**src/rtl/wb_port_arbiter_if.sv**
```systemverilog
// Writeback arbiter bus: two valid/ready requesters plus the register-file write port.
// The arbiter takes the slave side; whatever drives the requests takes the master side.
interface wb_port_arbiter_if;
  logic        req0_valid;
  logic        req0_ready;
  logic [3:0]  req0_rd_num;
  logic        req0_rd_en;
  logic [31:0] req0_rd_data;
  logic        req0_cpsr_en;
  logic [31:0] req0_cpsr_data;

  logic        req1_valid;
  logic        req1_ready;
  logic [3:0]  req1_rd_num;
  logic        req1_rd_en;
  logic [31:0] req1_rd_data;
  logic        req1_cpsr_en;
  logic [31:0] req1_cpsr_data;

  logic [3:0]  wb_rd_num;
  logic        wb_rd_write_en;
  logic [31:0] wb_rd_in;
  logic        wb_cpsr_write_en;
  logic [31:0] wb_cpsr_in;
  logic [15:0] pending_mask;

  modport slave (
    input  req0_valid, req0_rd_num, req0_rd_en, req0_rd_data, req0_cpsr_en, req0_cpsr_data,
    input  req1_valid, req1_rd_num, req1_rd_en, req1_rd_data, req1_cpsr_en, req1_cpsr_data,
    output req0_ready, req1_ready,
    output wb_rd_num, wb_rd_write_en, wb_rd_in, wb_cpsr_write_en, wb_cpsr_in, pending_mask
  );

  modport master (
    output req0_valid, req0_rd_num, req0_rd_en, req0_rd_data, req0_cpsr_en, req0_cpsr_data,
    output req1_valid, req1_rd_num, req1_rd_en, req1_rd_data, req1_cpsr_en, req1_cpsr_data,
    input  req0_ready, req1_ready,
    input  wb_rd_num, wb_rd_write_en, wb_rd_in, wb_cpsr_write_en, wb_cpsr_in, pending_mask
  );
endinterface

```
**src/rtl/wb_port_arbiter.sv**
```systemverilog
// Round-robin arbiter sharing the register-file writeback port between the ALU and load paths.
// Optional macro WB_FORWARD_EN adds a bypass tap (fwd_rd_num / fwd_hit / fwd_data) on the output stage.
module wb_port_arbiter #(
  parameter int RR_INIT = 0,
  parameter int CNT_W   = 16
) (
  input  logic             clk,
  input  logic             reset,
  wb_port_arbiter_if.slave bus,
  output logic [CNT_W-1:0] conflict_cnt
`ifdef WB_FORWARD_EN
  ,
  input  logic [3:0]       fwd_rd_num,
  output logic             fwd_hit,
  output logic [31:0]      fwd_data
`endif
);

  logic             rr_ptr_q, rr_ptr_d;
  logic             grant0, grant1, both_valid;
  logic [3:0]       wb_rd_num_q, wb_rd_num_d;
  logic             wb_rd_write_en_q, wb_rd_write_en_d;
  logic [31:0]      wb_rd_in_q, wb_rd_in_d;
  logic             wb_cpsr_write_en_q, wb_cpsr_write_en_d;
  logic [31:0]      wb_cpsr_in_q, wb_cpsr_in_d;
  logic [CNT_W-1:0] conflict_cnt_q, conflict_cnt_d;
  logic [15:0]      pending;

  // Grants are gated by reset so no handshake can complete while it is asserted.
  always_comb begin
    both_valid = bus.req0_valid & bus.req1_valid;
    grant0     = reset & bus.req0_valid & (~bus.req1_valid | ~rr_ptr_q);
    grant1     = reset & bus.req1_valid & (~bus.req0_valid |  rr_ptr_q);
  end

  assign bus.req0_ready = grant0;
  assign bus.req1_ready = grant1;

  always_comb begin
    rr_ptr_d           = rr_ptr_q;
    wb_rd_num_d        = wb_rd_num_q;
    wb_rd_in_d         = wb_rd_in_q;
    wb_cpsr_in_d       = wb_cpsr_in_q;
    wb_rd_write_en_d   = 1'b0;
    wb_cpsr_write_en_d = 1'b0;
    if (grant0) begin
      rr_ptr_d           = 1'b1;
      wb_rd_num_d        = bus.req0_rd_num;
      wb_rd_in_d         = bus.req0_rd_data;
      wb_cpsr_in_d       = bus.req0_cpsr_data;
      wb_rd_write_en_d   = bus.req0_rd_en;
      wb_cpsr_write_en_d = bus.req0_cpsr_en;
    end else if (grant1) begin
      rr_ptr_d           = 1'b0;
      wb_rd_num_d        = bus.req1_rd_num;
      wb_rd_in_d         = bus.req1_rd_data;
      wb_cpsr_in_d       = bus.req1_cpsr_data;
      wb_rd_write_en_d   = bus.req1_rd_en;
      wb_cpsr_write_en_d = bus.req1_cpsr_en;
    end
  end

  always_comb begin
    conflict_cnt_d = conflict_cnt_q;
    if (both_valid && (conflict_cnt_q != {CNT_W{1'b1}})) begin
      conflict_cnt_d = conflict_cnt_q + CNT_W'(1);
    end
  end

  always_ff @(posedge clk or negedge reset) begin
    if (!reset) begin
      rr_ptr_q           <= 1'(RR_INIT);
      wb_rd_num_q        <= '0;
      wb_rd_write_en_q   <= 1'b0;
      wb_rd_in_q         <= '0;
      wb_cpsr_write_en_q <= 1'b0;
      wb_cpsr_in_q       <= '0;
      conflict_cnt_q     <= '0;
    end else begin
      rr_ptr_q           <= rr_ptr_d;
      wb_rd_num_q        <= wb_rd_num_d;
      wb_rd_write_en_q   <= wb_rd_write_en_d;
      wb_rd_in_q         <= wb_rd_in_d;
      wb_cpsr_write_en_q <= wb_cpsr_write_en_d;
      wb_cpsr_in_q       <= wb_cpsr_in_d;
      conflict_cnt_q     <= conflict_cnt_d;
    end
  end

  // A register stays pending from request until the output stage has written it.
  for (genvar gi = 0; gi < 16; gi++) begin : g_pend
    assign pending[gi] =
        (bus.req0_valid & bus.req0_rd_en & (bus.req0_rd_num == 4'(gi))) |
        (bus.req1_valid & bus.req1_rd_en & (bus.req1_rd_num == 4'(gi))) |
        (wb_rd_write_en_q & (wb_rd_num_q == 4'(gi)));
  end

  assign bus.pending_mask     = pending;
  assign bus.wb_rd_num        = wb_rd_num_q;
  assign bus.wb_rd_write_en   = wb_rd_write_en_q;
  assign bus.wb_rd_in         = wb_rd_in_q;
  assign bus.wb_cpsr_write_en = wb_cpsr_write_en_q;
  assign bus.wb_cpsr_in       = wb_cpsr_in_q;
  assign conflict_cnt         = conflict_cnt_q;

`ifdef WB_FORWARD_EN
  assign fwd_hit  = wb_rd_write_en_q & (wb_rd_num_q == fwd_rd_num);
  assign fwd_data = wb_rd_in_q;
`endif

endmodule

```
**src/flat_wrapper.sv**
```systemverilog
// flat-port wrapper written by rule: the top's interface ports become plain ports
module wb_port_arbiter_flat 
#(
  parameter int RR_INIT = 0,
  parameter int CNT_W   = 16
)
  (clk, reset, conflict_cnt, bus_req0_valid, bus_req0_rd_num, bus_req0_rd_en, bus_req0_rd_data, bus_req0_cpsr_en, bus_req0_cpsr_data, bus_req1_valid, bus_req1_rd_num, bus_req1_rd_en, bus_req1_rd_data, bus_req1_cpsr_en, bus_req1_cpsr_data, bus_req0_ready, bus_req1_ready, bus_wb_rd_num, bus_wb_rd_write_en, bus_wb_rd_in, bus_wb_cpsr_write_en, bus_wb_cpsr_in, bus_pending_mask);
  wb_port_arbiter_if bus_i ();
  input  logic clk;
  input  logic reset;
  output logic [CNT_W-1:0] conflict_cnt;
  input wire logic [$bits(bus_i.req0_valid)-1:0] bus_req0_valid;
  input wire logic [$bits(bus_i.req0_rd_num)-1:0] bus_req0_rd_num;
  input wire logic [$bits(bus_i.req0_rd_en)-1:0] bus_req0_rd_en;
  input wire logic [$bits(bus_i.req0_rd_data)-1:0] bus_req0_rd_data;
  input wire logic [$bits(bus_i.req0_cpsr_en)-1:0] bus_req0_cpsr_en;
  input wire logic [$bits(bus_i.req0_cpsr_data)-1:0] bus_req0_cpsr_data;
  input wire logic [$bits(bus_i.req1_valid)-1:0] bus_req1_valid;
  input wire logic [$bits(bus_i.req1_rd_num)-1:0] bus_req1_rd_num;
  input wire logic [$bits(bus_i.req1_rd_en)-1:0] bus_req1_rd_en;
  input wire logic [$bits(bus_i.req1_rd_data)-1:0] bus_req1_rd_data;
  input wire logic [$bits(bus_i.req1_cpsr_en)-1:0] bus_req1_cpsr_en;
  input wire logic [$bits(bus_i.req1_cpsr_data)-1:0] bus_req1_cpsr_data;
  output wire logic [$bits(bus_i.req0_ready)-1:0] bus_req0_ready;
  output wire logic [$bits(bus_i.req1_ready)-1:0] bus_req1_ready;
  output wire logic [$bits(bus_i.wb_rd_num)-1:0] bus_wb_rd_num;
  output wire logic [$bits(bus_i.wb_rd_write_en)-1:0] bus_wb_rd_write_en;
  output wire logic [$bits(bus_i.wb_rd_in)-1:0] bus_wb_rd_in;
  output wire logic [$bits(bus_i.wb_cpsr_write_en)-1:0] bus_wb_cpsr_write_en;
  output wire logic [$bits(bus_i.wb_cpsr_in)-1:0] bus_wb_cpsr_in;
  output wire logic [$bits(bus_i.pending_mask)-1:0] bus_pending_mask;
  assign bus_i.req0_valid = bus_req0_valid;
  assign bus_i.req0_rd_num = bus_req0_rd_num;
  assign bus_i.req0_rd_en = bus_req0_rd_en;
  assign bus_i.req0_rd_data = bus_req0_rd_data;
  assign bus_i.req0_cpsr_en = bus_req0_cpsr_en;
  assign bus_i.req0_cpsr_data = bus_req0_cpsr_data;
  assign bus_i.req1_valid = bus_req1_valid;
  assign bus_i.req1_rd_num = bus_req1_rd_num;
  assign bus_i.req1_rd_en = bus_req1_rd_en;
  assign bus_i.req1_rd_data = bus_req1_rd_data;
  assign bus_i.req1_cpsr_en = bus_req1_cpsr_en;
  assign bus_i.req1_cpsr_data = bus_req1_cpsr_data;
  assign bus_req0_ready = bus_i.req0_ready;
  assign bus_req1_ready = bus_i.req1_ready;
  assign bus_wb_rd_num = bus_i.wb_rd_num;
  assign bus_wb_rd_write_en = bus_i.wb_rd_write_en;
  assign bus_wb_rd_in = bus_i.wb_rd_in;
  assign bus_wb_cpsr_write_en = bus_i.wb_cpsr_write_en;
  assign bus_wb_cpsr_in = bus_i.wb_cpsr_in;
  assign bus_pending_mask = bus_i.pending_mask;
  wb_port_arbiter #(.RR_INIT(RR_INIT), .CNT_W(CNT_W)) u_core (.clk(clk), .reset(reset), .bus(bus_i), .conflict_cnt(conflict_cnt));
endmodule
```
**config.mk**
```make
export PLATFORM = sky130hd
export DESIGN_NAME = wb_port_arbiter_flat
export DESIGN_NICKNAME = d
export VERILOG_FILES = /design/src/rtl/wb_port_arbiter_if.sv /design/src/rtl/wb_port_arbiter.sv /design/src/flat_wrapper.sv
export SDC_FILE = /design/constraint.sdc
export NUM_CORES = 1
export LEC_CHECK = 0
export ABC_AREA = 1
export CAP_MARGIN = 25
export CELL_PAD_IN_SITES_DETAIL_PLACEMENT = 1
export CELL_PAD_IN_SITES_GLOBAL_PLACEMENT = 1
export CORE_ASPECT_RATIO = 0.7
export CORE_UTILIZATION = 39
export CTS_CLUSTER_DIAMETER = 200
export DETAILED_ROUTE_END_ITERATION = 8
export DONT_BUFFER_PORTS = 1
export GPL_TIMING_DRIVEN = 1
export PLACE_DENSITY = 0.8
export SYNTH_ARGS = -nofsm -noshare
export SYNTH_HDL_FRONTEND = slang
export SYNTH_SLANG_ARGS = --single-unit
```
**constraint.sdc**
```tcl
create_clock -name clk -period 1.4 [get_ports clk]
set_input_delay 0.28 -clock clk [delete_from_list [all_inputs] [get_ports clk]]
set_output_delay 0.28 -clock clk [all_outputs]
set_load 0.005 [all_outputs]
```
==> flow_metrics.py <==
metrics = {
    "global_routing": {
        "grt_max_degree": 90,
        "busiest_layer": "met2",
        "use_met1_pct": 32.7,
        "grt_first_pass_wirelength_um": 26600,
        "grt_pass1_vias": 4896,
        "grt.met3_usage_pct": 8.02,
        "grt_util_met2_pct": 50.0,
        "grt.total_usage_pct": 28.1,
        "grt_overflow": 0,
        "antenna_found_initial": 0,
    },
    "detailed_routing": {
        "drt_wl_total_um": 20000,
        "dr.pass1.iters": 5,
        "wl_per_cell_um": 23.5,
        "vias": 4896,
        "via_per_inst": 5.77,
        "drt_iter0_markers": 197,
        "drc_errors": 0,
        "final_antenna_net_count": 0,
    },
    "power_and_ir_drop": {
        "leakage_nw": 2.78,
        "power_density_nw_per_um2": 1270,
        "peakVddDrop_v": 0.000672,
    },
    "cts": {
        "clk-insertion-delay-late_ns": 0.34,
        "htreeDepth": 3,
        "clkSlewWorstSetupHoldPaths_ns": 0.06,
        "numCtsBuffers": 9,
        "cts_sinks": 87,
        "cts_max_path_buffers": 2,
        "clock-root-buffer": "clkbuf_16",
        "cts_tree": "yes",
    },
    "synth": {
        "yosys.area_share.simple_pct": 29.1,
        "synth_xor_area_share_pct": 1.31,
        "synth_area_um2": 4680,
        "postSynthCellCount": 638,
        "syn_avg_cell_area_um2": 7.33,
        "synth_top_family_by_area": "simple AND/OR/NAND/NOR gates",
        "synth_warnings": 0,
        "synth-seq-cells": 87,
        "syn_nets": 783,
        "muxShareOfSynthArea_pct": 0,
        "synth_compound_area_share_pct": 15.9,
        "seq_area_frac_synth_pct": 46.6,
        "yosys.area_share.adder_pct": 0.268,
        "synth_cell_types": 27,
    },
    "job": {
        "cap_violations": 0,
    },
    "die": {
        "start_util_pct": 40.0,
        "die_area_um2": 12400,
        "dieHeight_um": 93.6,
        "dieWidth_um": 133,
        "core-area_um2": 11700,
        "fp-row-count": 33,
        "io_pins": 248,
    },
    "cells_and_area": {
        "mostFrequentLayoutCell": "nand2_1",
        "final_cell_mix": "nand2_1, dfrtp_1, nor2_1",
        "area_delta_synth_final_pct": 34.5,
        "drive_above_1_share_pct": 26.5,
        "fin_cells": 848,
        "num_antenna_cells": 0,
        "fin_nets": 832,
    },
    "worst_setup_path": {
        "cp_slowest_cell": "dfrtp_1",
        "worstSetupEndpointType": "primary output",
        "max_stage_delay_ns": 0.41,
        "reg2reg_setup_slack_ns": -0.13,
        "cpLargestDelayFamily": "flip-flops",
        "worstPathBufferInverterCount": 2,
        "start_kind": "register",
        "arrival_ns": 1.30,
        "required_ns": 1.12,
        "path_max_fanout": 4,
        "worstPathCellList": "inv_1, nor3_2, buf_4, nand2_1, nand3_2",
        "path_class": "reg -> out",
    },
    "timing": {
        "rsz0062_at_grt": "true",
        "setup_ws_ns": -0.177,
        "clock_skew_ns": 0.00724,
        "setup_viol": 31,
        "max_freq_mhz": 634,
        "worst_hold_slack_ns": -0.365,
        "maxSlewHeadroom_pct": 71.1,
        "hold_viol_final": 87,
        "slew_viol_final": 0,
        "fin_crit_ns": 1.58,
        "tightest_slew_ns": 0.432,
        "period_share_pct": 113,
    },
    "placement": {
        "dp_hpwl_um": 12200,
        "gp_congestion": 0.904,
        "io_buffers": 0,
        "placed_cells": 806,
        "pre_cts_slack_ns": -0.136,
    },
    "status": {
        "violations": "hold timing, setup timing",
        "status": "finished, violations left",
    },
    "min_path": {
        "worst_hold_path_type": "in -> async",
    },
}
==> metal layers <==
metal / part of all wire, % / vias to the layer above
li1: - / 2185
met1: 39 / 2442
met2: 52 / 240
met3: 7.3 / 29
met4: 1.5 / 0
met5: 0 / -
==> synthesized netlist by cell type, drive strengths merged <==
master,number,area share [%]
nand2,179,15
nor2,99,8.3
dfrtp,87,47
o21ai,80,8.6
a21oi,64,6.9
inv,37,3.0
nand3,36,4.2
buf,23,3.3
clkbuf,7,0.56
nor3,7,0.75
nand4,5,0.67
xnor2,5,0.94
nand3b,3,0.48
o211ai,2,0.32
xor2,2,0.37
ha,1,0.27
o221ai,1,0.19
==> sequential cells by signal (all words and copies together), names as in the netlist <==
name and cells:
u_core.bus.wb_cpsr_in 32, u_core.bus.wb_rd_in 32, u_core.conflict_cnt 16, u_core.bus.wb_rd_num 4
u_core.bus.wb_cpsr_write_en 1, u_core.bus.wb_rd_write_en 1, u_core.rr_ptr_q 1
==> final timing paths <==
check                                                      startpoint                                     to  cells after the start
worst max-delay path              u_core.bus.wb_rd_num[3]$_DFFE_PN0P_                    bus_pending_mask[9]                      5
worst min-delay path                                            reset     u_core.conflict_cnt[8]$_DFFE_PN0P_                      0
worst max register to register     u_core.conflict_cnt[0]$_DFFE_PN0P_     u_core.conflict_cnt[1]$_DFFE_PN0P_                      9
worst min register to register  u_core.bus.wb_cpsr_in[23]$_DFFE_PN0P_  u_core.bus.wb_cpsr_in[23]$_DFFE_PN0P_                      2
max in group asynchronous                                       reset     u_core.bus.wb_rd_in[1]$_DFFE_PN0P_                      0
min in group clk                                     bus_req1_cpsr_en  u_core.bus.wb_cpsr_write_en$_DFF_PN0_                      2
==> final cells by class <==
class / instances / area [µm²]
clock buffer: 10 / 239
clock inverter: 5 / 58.8
fill: 1408 / 5390
inverter: 37 / 146
multi-input combinational: 486 / 2610
sequential: 87 / 2180
tap: 157 / 196
timing repair buffer: 66 / 860
==> where the power goes <==
| part | switching (mW) | internal, mW | total (mW) |
|---|---|---|---|
| Clock | 1.02 | 1.42 | 2.44 |
| Sequential | 0.540 | 3.00 | 3.54 |
| Combinational | 1.13 | 0.876 | 2.00 |
==> per-stage QoR <==
| stage | power, mW | util, % | TNS, ns | area [µm²] |
|---|---|---|---|---|
| CTS | 7.46 | 48.3 | -2.24 | 5650 |
| detailed placement | 4.89 | 43.5 | -0.978 | 5090 |
| floorplan | 4.26 | - | 0 | 4680 |
| global route | 8.35 | 53.8 | -5.69 | 6290 |
| finish | 7.99 | 53.8 | -3.43 | 6290 |
| global placement | 4.77 | 43.5 | -0.262 | 5090 |
==> cells by family after synthesis <==
family,Yosys count
and+or+nand+nor,329
AOI/OAI and AO/OA,147
xor gates and xnor gates,7
adders and majority gates,1
DFF,87
buffers and inverters,67
==> timing repair <==
item	CTS	global route
hold endpoints to repair	87	87
gates cloned	4	12
setup buffers	2	9
endpoints found under the setup margin	31	79
resized for setup	35	124
pin swaps	8	34
Note: power is estimated with default switching activity, not from simulation.
